==> config.mk <==
export PLATFORM = sky130hd
export DESIGN_NAME = imem_responder
export DESIGN_NICKNAME = d
export VERILOG_FILES = /design/src/rtl/imem_responder.sv
export SDC_FILE = /design/constraint.sdc
export NUM_CORES = 1
export LEC_CHECK = 0
export CAP_MARGIN = 20
export CORE_MARGIN = 2
export CORE_UTILIZATION = 36
export DETAILED_ROUTE_END_ITERATION = 10
export PLACE_DENSITY = 0.62
export SLEW_MARGIN = 40
export SYNTH_ARGS = -nofsm -noshare
export SYNTH_HDL_FRONTEND = slang
export SYNTH_SLANG_ARGS = --single-unit
export TNS_END_PERCENT = 20
==> constraint.sdc <==
create_clock -name clk_i -period 2.3 [get_ports clk_i]
set_clock_uncertainty 0.2 [all_clocks]
set_input_delay 0.46 -clock clk_i [delete_from_list [all_inputs] [get_ports clk_i]]
set_output_delay 0.46 -clock clk_i [all_outputs]
set_load 0.03 [all_outputs]
==> src/rtl/imem_responder.sv <==
// imem_responder
//   Instruction-bus responder between the prefetch unit and a single-port
//   synchronous instruction SRAM. Word fetch requests arrive on a valid/ready
//   port. Each request is checked for alignment, address range and privilege.
//   Good requests read the SRAM. Responses (data or read error) return in
//   request order through a one-stage read pipeline (s1) backed by a
//   two-entry response buffer that absorbs response back-pressure.
//
// Ports
//   clk_i        clock
//   clk_en_i     clock enable; all state holds and no handshake completes while low
//   resetb_i     asynchronous active-low reset
//   ireqvalid_i  request valid
//   ireqready_o  request ready (combinational: credit available and clock enabled)
//   ireqhpl_i    privilege level of the request (2'b00 = user)
//   ireqaddr_i   request byte address
//   irspvalid_o  response valid
//   irspready_i  response ready
//   irsprerr_o   response is a read error (0 when irspvalid_o is 0)
//   irspdata_o   response data (0 when irspvalid_o is 0 or on error)
//   mem_rd_o     SRAM read strobe
//   mem_addr_o   SRAM word address (always follows ireqaddr_i)
//   mem_rdata_i  SRAM read data, valid the cycle after mem_rd_o, then held

module imem_responder #(
    parameter int unsigned                 C_BUS_SZX     = 5,
    parameter int unsigned                 C_MEM_ADDR_SZ = 10,
    parameter logic [(2**C_BUS_SZX)-1:0]   C_MEM_BASE    = '0,
    parameter logic [(2**C_BUS_SZX)-1:0]   C_USER_BASE   = '0
) (
    input  logic                      clk_i,
    input  logic                      clk_en_i,
    input  logic                      resetb_i,

    input  logic                      ireqvalid_i,
    output logic                      ireqready_o,
    input  logic [1:0]                ireqhpl_i,
    input  logic [(2**C_BUS_SZX)-1:0] ireqaddr_i,

    output logic                      irspvalid_o,
    input  logic                      irspready_i,
    output logic                      irsprerr_o,
    output logic [(2**C_BUS_SZX)-1:0] irspdata_o,

    output logic                      mem_rd_o,
    output logic [C_MEM_ADDR_SZ-1:0]  mem_addr_o,
    input  logic [(2**C_BUS_SZX)-1:0] mem_rdata_i
);

    localparam int unsigned C_BUS_SZ   = 2**C_BUS_SZX;
    localparam int unsigned C_WORD_LSB = 2;
    localparam int unsigned C_RANGE_SH = C_MEM_ADDR_SZ + C_WORD_LSB;
    localparam int unsigned C_BUF_DEPTH = 2;

    // ------------------------------------------------------------------
    // Request side
    // ------------------------------------------------------------------
    logic                 acc;
    logic                 req_err;
    logic                 align_err;
    logic                 below_base;
    logic                 range_err;
    logic                 priv_err;
    logic                 credit_full;
    logic [C_BUS_SZ-1:0]  off;

    // ------------------------------------------------------------------
    // Read stage and response buffer state
    // ------------------------------------------------------------------
    logic                 s1_valid;
    logic                 s1_err;
    logic [C_BUS_SZ-1:0]  s1_data;

    logic [1:0]           buf_count;
    logic                 buf_wr_ptr;
    logic                 buf_rd_ptr;
    logic                 buf_err  [C_BUF_DEPTH];
    logic [C_BUS_SZ-1:0]  buf_data [C_BUF_DEPTH];
    logic                 buf_empty;

    logic                 rsp_err_c;
    logic [C_BUS_SZ-1:0]  rsp_data_c;
    logic                 bypass;
    logic                 pop;
    logic                 pop_buf;
    logic                 push;

    // Offset of the request from the start of the SRAM window (modulo bus width)
    assign off = ireqaddr_i - C_MEM_BASE;

    // Request error classification
    assign align_err  = |ireqaddr_i[C_WORD_LSB-1:0];
    assign below_base = ireqaddr_i < C_MEM_BASE;
    // Any offset bit above the SRAM word index means the word lies past the end
    assign range_err  = (off >> C_RANGE_SH) != '0;
    assign priv_err   = (ireqhpl_i == 2'b00) && (ireqaddr_i < C_USER_BASE);
    assign req_err    = align_err | below_base | range_err | priv_err;

    // Credit: s1 plus buffered entries may never exceed the buffer depth.
    // A pop in the same cycle does not return credit until the next cycle.
    assign credit_full = (buf_count == 2'd2) || ((buf_count == 2'd1) && s1_valid);
    assign ireqready_o = clk_en_i & ~credit_full;
    assign acc         = ireqvalid_i & ireqready_o;

    // SRAM access; error requests never strobe the memory
    assign mem_rd_o   = acc & ~req_err;
    assign mem_addr_o = off[C_MEM_ADDR_SZ+C_WORD_LSB-1:C_WORD_LSB];

    // ------------------------------------------------------------------
    // Response selection: buffer head first, otherwise bypass s1
    // ------------------------------------------------------------------
    assign buf_empty = (buf_count == 2'd0);
    assign s1_data   = s1_err ? '0 : mem_rdata_i;

    assign rsp_err_c  = buf_empty ? s1_err  : buf_err[buf_rd_ptr];
    assign rsp_data_c = buf_empty ? s1_data : buf_data[buf_rd_ptr];

    assign irspvalid_o = clk_en_i & (~buf_empty | s1_valid);
    assign irsprerr_o  = irspvalid_o & rsp_err_c;
    assign irspdata_o  = irspvalid_o ? rsp_data_c : '0;

    assign pop     = irspvalid_o & irspready_i;
    assign bypass  = buf_empty & s1_valid;
    assign pop_buf = pop & ~buf_empty;
    // s1 lives one enabled cycle: either it leaves via bypass or it is parked
    // in the buffer (SRAM data is captured now, before a later read can replace it)
    assign push    = clk_en_i & s1_valid & ~(bypass & pop);

    // Read stage: one entry per accepted request, latched with its error flag
    always_ff @(posedge clk_i or negedge resetb_i) begin
        if (!resetb_i) begin
            s1_valid <= 1'b0;
            s1_err   <= 1'b0;
        end else if (clk_en_i) begin
            s1_valid <= acc;
            s1_err   <= acc & req_err;
        end
    end

    // Two-entry response FIFO with occupancy counter
    always_ff @(posedge clk_i or negedge resetb_i) begin
        if (!resetb_i) begin
            buf_count  <= 2'd0;
            buf_wr_ptr <= 1'b0;
            buf_rd_ptr <= 1'b0;
            for (int i = 0; i < C_BUF_DEPTH; i++) begin
                buf_err[i]  <= 1'b0;
                buf_data[i] <= '0;
            end
        end else begin
            if (push) begin
                buf_err[buf_wr_ptr]  <= s1_err;
                buf_data[buf_wr_ptr] <= s1_data;
                buf_wr_ptr           <= ~buf_wr_ptr;
            end
            if (pop_buf) begin
                buf_rd_ptr <= ~buf_rd_ptr;
            end
            case ({push, pop_buf})
                2'b10:   buf_count <= buf_count + 2'd1;
                2'b01:   buf_count <= buf_count - 2'd1;
                default: buf_count <= buf_count;
            endcase
        end
    end

endmodule
==> results of run 1 <==
## placed cells by master (no fill, tap or decap), drive strengths merged
cell	instances
dfrtp	72
o2bb2ai	1
bufbuf	1
clkinv	3
clkinvlp	1
buf	74
inv	6
a211oi	11
nor2	4
a31oi	1
xnor2	2
dlygate4sd3	1
mux2i	28
nor4	5
ha	4
nand2b	32
bufinv	3
clkbuf	9
clkdlybuf4s50	56
nand3	1
a221oi	27
xor2	1
and3	1
mux2	2
dlygate4sd2	1
nand2	71
o21ai	67
nand4	2
nand4b	1
nor2b	5
nor3	1
## per-layer routing
layer | global-route usage (%) | vias up
met5 | 0 | -
met1 | 23.6 | 1523
met2 | 31.5 | 76
met3 | 3.09 | 5
li1 | - | 1565
met4 | 6.38 | 0
## sequential cells by signal (all words and copies together), names as in the netlist
signal and flops:
buf_count 2, buf_data 64, buf_err 2, buf_rd_ptr 1, buf_wr_ptr 1, s1_err 1, s1_valid 1
## tightest hold or removal path: cells and delay by family (launching register included)
kind | cells | cell delay [ns]
compound gates | 1 | 0.06
simple gates | 1 | 0.05
flops | 1 | 0.34
## logic make-up (layout without fill, tap and decap cells)
| kind of cell | count (synthesis) | after routing |
|---|---|---|
| AO/OA/AOI/OAI | 107 | 107 |
| buffers and inverters | 47 | 155 |
| multiplexers | 30 | 30 |
| adder cells (fa/ha/maj) | 4 | 4 |
| XOR/XNOR | 3 | 3 |
| AND/OR/NAND/NOR | 123 | 123 |
| flip-flops | 72 | 72 |
## report_power, final
part	switching, uW	total [uW]	internal (uW)
logic	2310	4220	1910
registers	340	2200	1860
clock network	495	1220	722
## worst max path at each step
stage            startpoint             end  slack, ns  cells past startpoint
4_1_cts        buf_count[1]  irspdata_o[15]      -0.19                      8
5_1_grt        buf_count[1]  irspdata_o[19]      -0.25                      7
3_3_place_gp       clk_en_i  irspdata_o[21]      -0.26                      6
2_1_floorplan  buf_count[0]  irspdata_o[23]      -0.18                      5
6_report       buf_count[1]  irspdata_o[19]      -0.19                      7
3_5_place_dp       clk_en_i  irspdata_o[31]      -0.26                      6
## per-stage QoR
| stage | setup WS [ns] | total power [uW] |
|---|---|---|
| after floorplan | -0.185 | 4500 |
| after global placement | -0.265 | 5490 |
| after detailed placement | -0.258 | 5570 |
| after CTS | -0.193 | 7390 |
| after global routing | -0.255 | 8110 |
| final | -0.191 | 7630 |
## layout make-up
class | instances | area, sq um
well taps | 133 | 166
repair buffers | 133 | 1400
fillers | 852 | 4140
multi-input cells | 267 | 2090
inverters | 6 | 27.5
flip-flops and latches | 72 | 1800
clock buffers | 9 | 124
clock inverters | 7 | 120
## repair_timing
item                                   CTS  global route
pin swaps                               23            13
buffers inserted                         5             3
hold buffers                             1             0
gates cloned                             4             0
endpoints found under the hold margin   33             0
gates resized for setup                 41            29
setup endpoints to repair               36            36
==> out/qor.txt, run 1 <==
Lkg Pwr: 0.00253 uW
Clock latency at the later pin of the worst-skew pair: 0.34 ns
CP endpoint kind: primary output
Worst R2R Start: buf_count[1]
CP Cell Sequence: inv_2 -> ha_4 -> inv_6 -> nand2_8 -> bufbuf_16 -> a221oi_2 -> buf_4
Sequential share of the synthesized area: 48.7%
Placed cell area: 4940 sq um
Chip height: 105 um
Reg-to-Reg End: buf_data[44]
Commonest cells post-synth: dfrtp_1, nand2_1, o21ai_1, nand2b_1, o21ai_0
Top delay family on crit path: buffers and inverters
Worst vdd ir: 438 uV
Max cap viols: 0
TNS Setup: -4.75 ns
Routed Wire Length: 10.2 mm
Placed wire-length estimate: 6.53 mm
Gpl congestion: 0.750
Detailed Route Iter0 Violations: 61
Final Non-Filler Cells: 627
Power Density: 1330 nW/um^2
Synth area leader: dfrtp_1
Post-synthesis mux area share: 8.19%
Hold depth: 2
Final Cell Area: 5720 sq um
Die Area: 11100 sq um
Drt via density: 5.05
Fin crit period: 2.49 ns
Syn Area/Cell: 9.58 sq um
Flop2flop setup slack: 0.28 ns
Wirelength per Cell: 16.2 um
N_diodes: 0
Status: finished with violations
Failing checks: setup timing
Fin crit share: 108%
Setup ws final: -0.191 ns
Final hold viol count: 0
Critical path arrival: 1.83 ns
Met1 Wirelength: 4.52 mm
Share of the synthesized area in the top cell type: 48.7%
H-Tree Level Count: 3
First-pass GRT wire length: 16.4 mm
CTS Buf Count: 9
Crit path required time: 1.64 ns
Post-synth EDFFs: 0
GRT overflow: 0
Gr usage total: 18.4%
Syn nets: 461
Synth Area in Compound Gates: 18.1%
Antenna Violating Nets Remaining: 0
DRC: 0
Peak Freq: 402 MHz
Synth warn: 0
Worst-path clk slew: 0.07 ns
Cell total after placement: 599
Vias in the first global route: 3308
Slew Limit Fails: 0
Pin count of the biggest net entering global routing: 40
CTS tree: built
FF-to-FF path depth: 8
Layout cell share with drive strength beyond 1: 27.3%
Number of synthesized register bits: 72
Count leader, synth: dfrtp_1
Hold Slack: 0.279 ns
Synthesized area: 3700 sq um
Initial antenna violation count: 0
Largest family of logic cells by synthesized area: compound AO/OA/AOI/OAI gates
Largest cells by area after synthesis: dfrtp_1, mux2i_1, nand2_1
DR pass1 iterations: 4
Worst Hold End: buf_data[55]
Boundary pin count: 117
Hold wc startpoint: buf_data[55]
Top_reg_cell synth: dfrtp_1
Hold WC Path Type: register to register
Fraction of registers with async set or reset after synthesis: 100%
Critical path class: register to primary output
Distinct cell type count after synthesis: 29
Max stage delay on crit path: 0.39 ns
Critical Path Fanout Max: 5
Synth Area in XOR/XNOR: 0.711%
Slew HR: 69.0%
Max clock buf depth: 2
Syn Inst Count: 386
Crit start category: register
Finished Core Util: 58.0%
DR WL met3: 467 um
Rows: 36
CORE AREA: 9860 sq um
Buffers & Inverters on Critical Path: 4
Slew @ Worst Pin: 0.466 ns
Layout area overhead: 54.8%
Die W: 105 um
Wire length on met2: 5.09 mm
Setup violators final: 35
Clk Tree Root Cell: clkbuf_8
RSZ-0062 raised after global routing: true
Simple-gate portion of the synthesized area: 15.7%
Fin nets: 564
Initial Util: 37.5%
Port Buf Inserts: 94
Uppermost routed layer: met4
Slowest cell on crit path: dfrtp_1
Via count: 3169
Clk sinks: 72
Post-synthesis adder-cell area fraction: 1.35%
No activity file was read; power rests on OpenSTA's default activity.
==> run 2, diff against run 1 <==
--- a/constraint.sdc
+++ b/constraint.sdc
@@ -3,3 +3,3 @@
 set_input_delay 0.46 -clock clk_i [delete_from_list [all_inputs] [get_ports clk_i]]
 set_output_delay 0.46 -clock clk_i [all_outputs]
-set_load 0.03 [all_outputs]
+set_load 0.01 [all_outputs]
==> out/qor.txt, run 2 (synthesized netlist as in run 1, its figures left out) <==
GRT overflow: 0 (unchanged)
CP endpoint kind: primary output
Port Buf Inserts: 94 (unchanged)
Fin nets: 605 (+7.3%)
Flop2flop setup slack: -0.02 ns (-0.30 ns)
Max cap viols: 0 (unchanged)
Drt via density: 5.04 (-0.21%)
Pin count of the biggest net entering global routing: 39 (-2.5%)
Reg-to-Reg End: s1_err
FF-to-FF path depth: 13 (+5)
Final Cell Area: 5680 sq um (-0.85%)
Placed cell area: 5120 sq um (+3.6%)
Slew HR: 67.8% (-1.2 points)
CORE AREA: 9860 sq um (unchanged)
Hold wc startpoint: buf_data[54]
Crit path required time: 1.64 ns (about the same)
Detailed Route Iter0 Violations: 65 (+6.6%)
Biggest regs: buf_data (64), buf_count (2), buf_err (2)
Critical path arrival: 1.76 ns (-0.07 ns)
Dpl ws: -0.648 ns (-0.390 ns)
Initial Util: 37.5% (unchanged)
Worst vdd ir: 528 uV (+21%)
Failing checks: setup timing
Lkg Pwr: 0.00258 uW (+2.0%)
Commonest non-fill, non-tap cells in the layout: dfrtp_1, nand2_1, buf_4
Gpl congestion: 0.748 (-0.17%)
Slew Limit Fails: 0 (unchanged)
First-pass GRT wire length: 17.0 mm (+3.7%)
Slew @ Worst Pin: 0.483 ns (+0.0175 ns)
N_diodes: 0 (unchanged)
Layout area overhead: 53.5%
Most common cell after layout, fill and taps aside: dfrtp_1
Worst R2R Start: buf_count[1]
Routed Wire Length: 10.4 mm (+2.4%)
Cell total after placement: 634 (+5.8%)
Final hold viol count: 0 (unchanged)
Layout cell share with drive strength beyond 1: 32.0% (+4.6 points)
Chip height: 105 um (unchanged)
DR pass1 iterations: 4 (unchanged)
Max clock buf depth: 2 (unchanged)
Wirelength per Cell: 15.6 um (-3.9%)
Via count: 3369 (+6.3%)
CTS tree: built
Rows: 36 (unchanged)
Max reg flops: 64 (unchanged)
Worst-path clk slew: 0.08 ns (about the same)
Final Non-Filler Cells: 668 (+6.5%)
Setup violators final: 34 (-2.9%)
Crit start category: register
Critical Path Fanout Max: 5 (unchanged)
Die W: 105 um (unchanged)
Die Area: 11100 sq um (unchanged)
Antenna Violating Nets Remaining: 0 (unchanged)
Clk Tree Root Cell: clkbuf_8
Initial antenna violation count: 0 (unchanged)
Peak Freq: 413 MHz (+2.9%)
Worst Hold End: buf_data[54]
Critical path class: register to primary output
CTS Buf Count: 9 (unchanged)
Clk sinks: 72 (unchanged)
RSZ-0062 raised after global routing: true
Gr usage total: 19.3% (+0.86 points)
Vias in the first global route: 3458 (+4.5%)
Fin crit share: 105% (-3.1 points)
Hold WC Path Type: register to register
DRC: 0 (unchanged)
Top reg by flops: buf_data
Fin crit period: 2.42 ns (-0.0712 ns)
Hold depth: 2 (unchanged)
Clock latency at the later pin of the worst-skew pair: 0.34 ns (about the same)
Placed wire-length estimate: 6.57 mm (+0.55%)
Status: finished with violations
Boundary pin count: 117 (unchanged)
Finished Core Util: 57.5% (-0.49 points)
H-Tree Level Count: 3 (unchanged)
Power Density: 1220 nW/um^2 (-8.8%)
Setup ws final: -0.119 ns (+0.0712 ns)
-- run 2: cell types whose count changed in the layout (fill, tap and decap cells not counted), moves of 3 or more --
cell,before,now
buf_6,22,10
a221oi_2,9,24
clkbuf_8,9,12
buf_2,0,33
buf_4,41,61
a221oi_4,18,1
-- run 2: repair_timing --
item | 4_1_cts | 5_1_grt
gates cloned | 3 | 1
resized for setup | 195 | 8
pin swaps | 8 | 5
hold buffers | 1 | 0
endpoints found under the setup margin | 36 | 38
endpoints found under the hold margin | 36 | 0
setup buffers | 13 | 1
-- run 2: area by class of cell --
class                           instances  area [sq um]
Multi-Input combinational cell        267          1880
Clock inverter                          4          75.1
Sequential cell                        72          1800
Inverter                                6          27.5
Timing Repair Buffer                  174          1560
Clock buffer                           12           165
Fill cell                             857          4190
Tap cell                              133           166
-- run 2: metal layers --
layer | track usage [%] | wire (um) | vias up
met3 | 4.33 | 481 | 20
met5 | 0 | 0 | -
met2 | 31.6 | 4960 | 82
li1 | - | - | 1655
met4 | 7.14 | 176 | 0
met1 | 25.0 | 4790 | 1612
-- run 2: per-stage QoR --
step	TNS (ns)	hold slack [ns]	power (uW)
after floorplan	0	-0.0356	3860
after global placement	-18.61	0.251	5140
after detailed placement	-19.45	0.254	5230
after CTS	-3.36	0.285	6810
after global routing	-5.52	0.303	7370
final	-2.84	0.283	6900
-- run 2: how the worst max path moves through the flow --
stage,startpoint,endpoint
floorplan,buf_count[0],irspdata_o[10]
finish,buf_count[0],irspdata_o[18]
global route,buf_count[0],irspdata_o[13]
global placement,clk_en_i,mem_rd_o
detailed placement,clk_en_i,irspdata_o[12]
CTS,buf_count[1],irspdata_o[15]
-- run 2: report_power, final --
group / switching, uW / leakage, uW / internal (uW)
combinational: 1810 / 0.00154 / 1730
clock: 490 / 0.000115 / 700
sequential: 321 / 0.000921 / 1860
-- run 2: worst max-delay path: stages, from the launching register on --
cell      delay, ns
dfrtp_1        0.36
inv_2          0.06
ha_4           0.17
inv_6          0.08
o21ai_4        0.08
buf_8          0.16
buf_6          0.13
a221oi_2       0.19
buf_2          0.17
==> run 3, diff against run 2 <==
- DONT_BUFFER_PORTS: default -> 1
- PLACE_DENSITY: 0.62 -> 0.47
- SLEW_MARGIN: 40 -> default
==> out/qor.txt, run 3 (synthesized netlist as in run 1, its figures left out) <==
Peak Freq: 416 MHz (+0.65%)
Chip height: 105 um (unchanged)
Pin count of the biggest net entering global routing: 73 (+87%)
CP Cell Sequence: inv_2 -> ha_4 -> inv_6 -> buf_8 -> buf_12 -> a221oi_2 -> buf_4
Gr usage total: 18.0% (-1.3 points)
Top reg by flops: buf_data
Failing checks: hold timing, setup timing
Most common cell after layout, fill and taps aside: dfrtp_1
Switching Fraction: 39.4% (+1.5 points)
DR pass1 iterations: 4 (unchanged)
Fin crit share: 105% (-0.68 points)
Clock latency at the later pin of the worst-skew pair: 0.35 ns (about the same)
Drt via density: 5.20 (+3.0%)
Setup ws final: -0.104 ns (+0.0156 ns)
Power Density: 1350 nW/um^2 (+11%)
Slowest cell on crit path: dfrtp_1
Lkg Pwr: 0.00214 uW (-17%)
Crit start category: register
Wirelength per Cell: 16.8 um (+8.0%)
GRT overflow: 0 (unchanged)
Hold Slack: -0.402 ns (-0.686 ns)
Fin crit period: 2.40 ns (-0.0156 ns)
Final hold viol count: 72 (+72)
Hold WC Path Type: primary input to async pin
Critical path class: register to primary output
Gpl congestion: 0.737 (-1.5%)
Crit path required time: 1.64 ns (about the same)
CTS tree: built
Commonest non-fill, non-tap cells in the layout: dfrtp_1, nand2_1, buf_4
Sequential power share: 33.4% (+1.9 points)
Initial antenna violation count: 0 (unchanged)
CP endpoint kind: primary output
Internal power: 3930 uW (-8.4%)
Worst-path clk slew: 0.08 ns (about the same)
Biggest regs: buf_data (64), buf_count (2), buf_err (2)
Status: finished with violations
Boundary pin count: 117 (unchanged)
Layout cell share with drive strength beyond 1: 30.3% (-1.7 points)
N_diodes: 0 (unchanged)
Layout area overhead: 30.1%
Rows: 36 (unchanged)
Max reg flops: 64 (unchanged)
Fin nets: 504 (-17%)
Detailed Route Iter0 Violations: 73 (+12%)
Power share of the combinational group: 51.5% (+0.3 points)
Final Cell Area: 4810 sq um (-15%)
Max clock buf depth: 2 (unchanged)
H-Tree Level Count: 3 (unchanged)
Critical path arrival: 1.74 ns (-0.02 ns)
Via count: 2941 (-13%)
DRC: 0 (unchanged)
Initial Util: 37.5% (unchanged)
Slew Limit Fails: 0 (unchanged)
Clk Tree Root Cell: clkbuf_8
Finished Core Util: 48.8% (-8.8 points)
Max cap viols: 0 (unchanged)
Clk network pwr share: 15.1% (-2.1 points)
Setup violators final: 34 (unchanged)
CTS Buf Count: 9 (unchanged)
Slew @ Worst Pin: 0.350 ns (-0.133 ns)
Port Buf Inserts: 0 (-100%)
Antenna Violating Nets Remaining: 0 (unchanged)
Placed cell area: 4080 sq um (-20%)
Pwr Total: 6480 uW (-6.2%)
RSZ-0062 raised after global routing: true
Placed wire-length estimate: 5.81 mm (-12%)
Vias in the first global route: 2988 (-14%)
Die W: 105 um (unchanged)
Critical Path Fanout Max: 8 (+3)
First-pass GRT wire length: 15.6 mm (-8.0%)
Post-CTS Hold Buffers: 1 (unchanged)
Routed Wire Length: 9.53 mm (-8.5%)
Die Area: 11100 sq um (unchanged)
Max stage delay on crit path: 0.40 ns (+0.04 ns)
CORE AREA: 9860 sq um (unchanged)
Net Sw Power: 2550 uW (-2.6%)
Worst vdd ir: 589 uV (+12%)
Clk sinks: 72 (unchanged)
Slew HR: 76.7% (+8.9 points)
[run 3: cell types whose count changed in the layout (fill, tap and decap cells not counted), sizes merged]
cell,delta
bufbuf,-1
buf,-40
dlygate4sd2,-2
clkbuf,-4
clkdlybuf4s15,-1
clkinvlp,-1
clkinv,+4
bufinv,-1
clkdlybuf4s50,-56
[run 3: final cells by class]
cell class              instances  area [sq um]
clock buffers                   9           124
multi-input cells             267          1960
inverters                       6          27.5
well taps                     133           166
clock inverters                 6          61.3
flip-flops and latches         72          1800
repair buffers                 73           672
fillers                       961          5050
[run 3: critical path: cells and delay by family, from the launching register on]
family	cells	cell delay, ns
adder cells (fa/ha/maj)	1	0.16
AO/OA/AOI/OAI	1	0.26
flip-flops	1	0.40
buffers and inverters	5	0.58
[run 3: worst paths after layout]
check / startpoint / endpoint / slack [ns] / depth (start not counted)
max: buf_count[0] / irspdata_o[9] / -0.10 / 7
min: resetb_i / buf_data[45] / -0.40 / 0
max reg2reg: buf_count[1] / s1_err / 0 / 13
min reg2reg: buf_data[56] / buf_data[56] / 0.28 / 2
max in group asynchronous: resetb_i / buf_rd_ptr / 2.18 / 0
min in group clk_i: mem_rdata_i[28] / buf_data[28] / 0.12 / 2
[run 3: metrics by stage]
step / std cells / worst slack (ns) / TNS [ns]
after floorplan: 386 / 0.130 / 0
after global placement: 533 / 0.109 / 0
after detailed placement: 533 / 0.0800 / 0
after CTS: 568 / -0.133 / -3.46
after global routing: 566 / -0.183 / -5.39
final: 566 / -0.104 / -2.17
[run 3: power groups by stage]
stage / clock (uW) / combinational [uW] / sequential, uW
finish: 975 / 3340 / 2160
global route: 1060 / 3670 / 2240
CTS: 1010 / 3300 / 2160
detailed placement: 0 / 2550 / 2190
global placement: 0 / 2520 / 2170
floorplan: 0 / 1750 / 2110
[run 3: what timing repair did]
item	4_1_cts	5_1_grt
resized for setup	61	11
hold endpoints to repair	73	72
setup endpoints to repair	33	38
gates cloned	3	0
pin swaps	8	7
buffers inserted	17	0
[run 3: routing by layer]
metal	track usage [%]	vias to the layer above	part of all wire, %
li1	-	1450	-
met1	23.6	1400	47
met4	7.14	0	1.7
met3	3.96	16	4.8
met5	0	-	0
met2	28.9	75	47
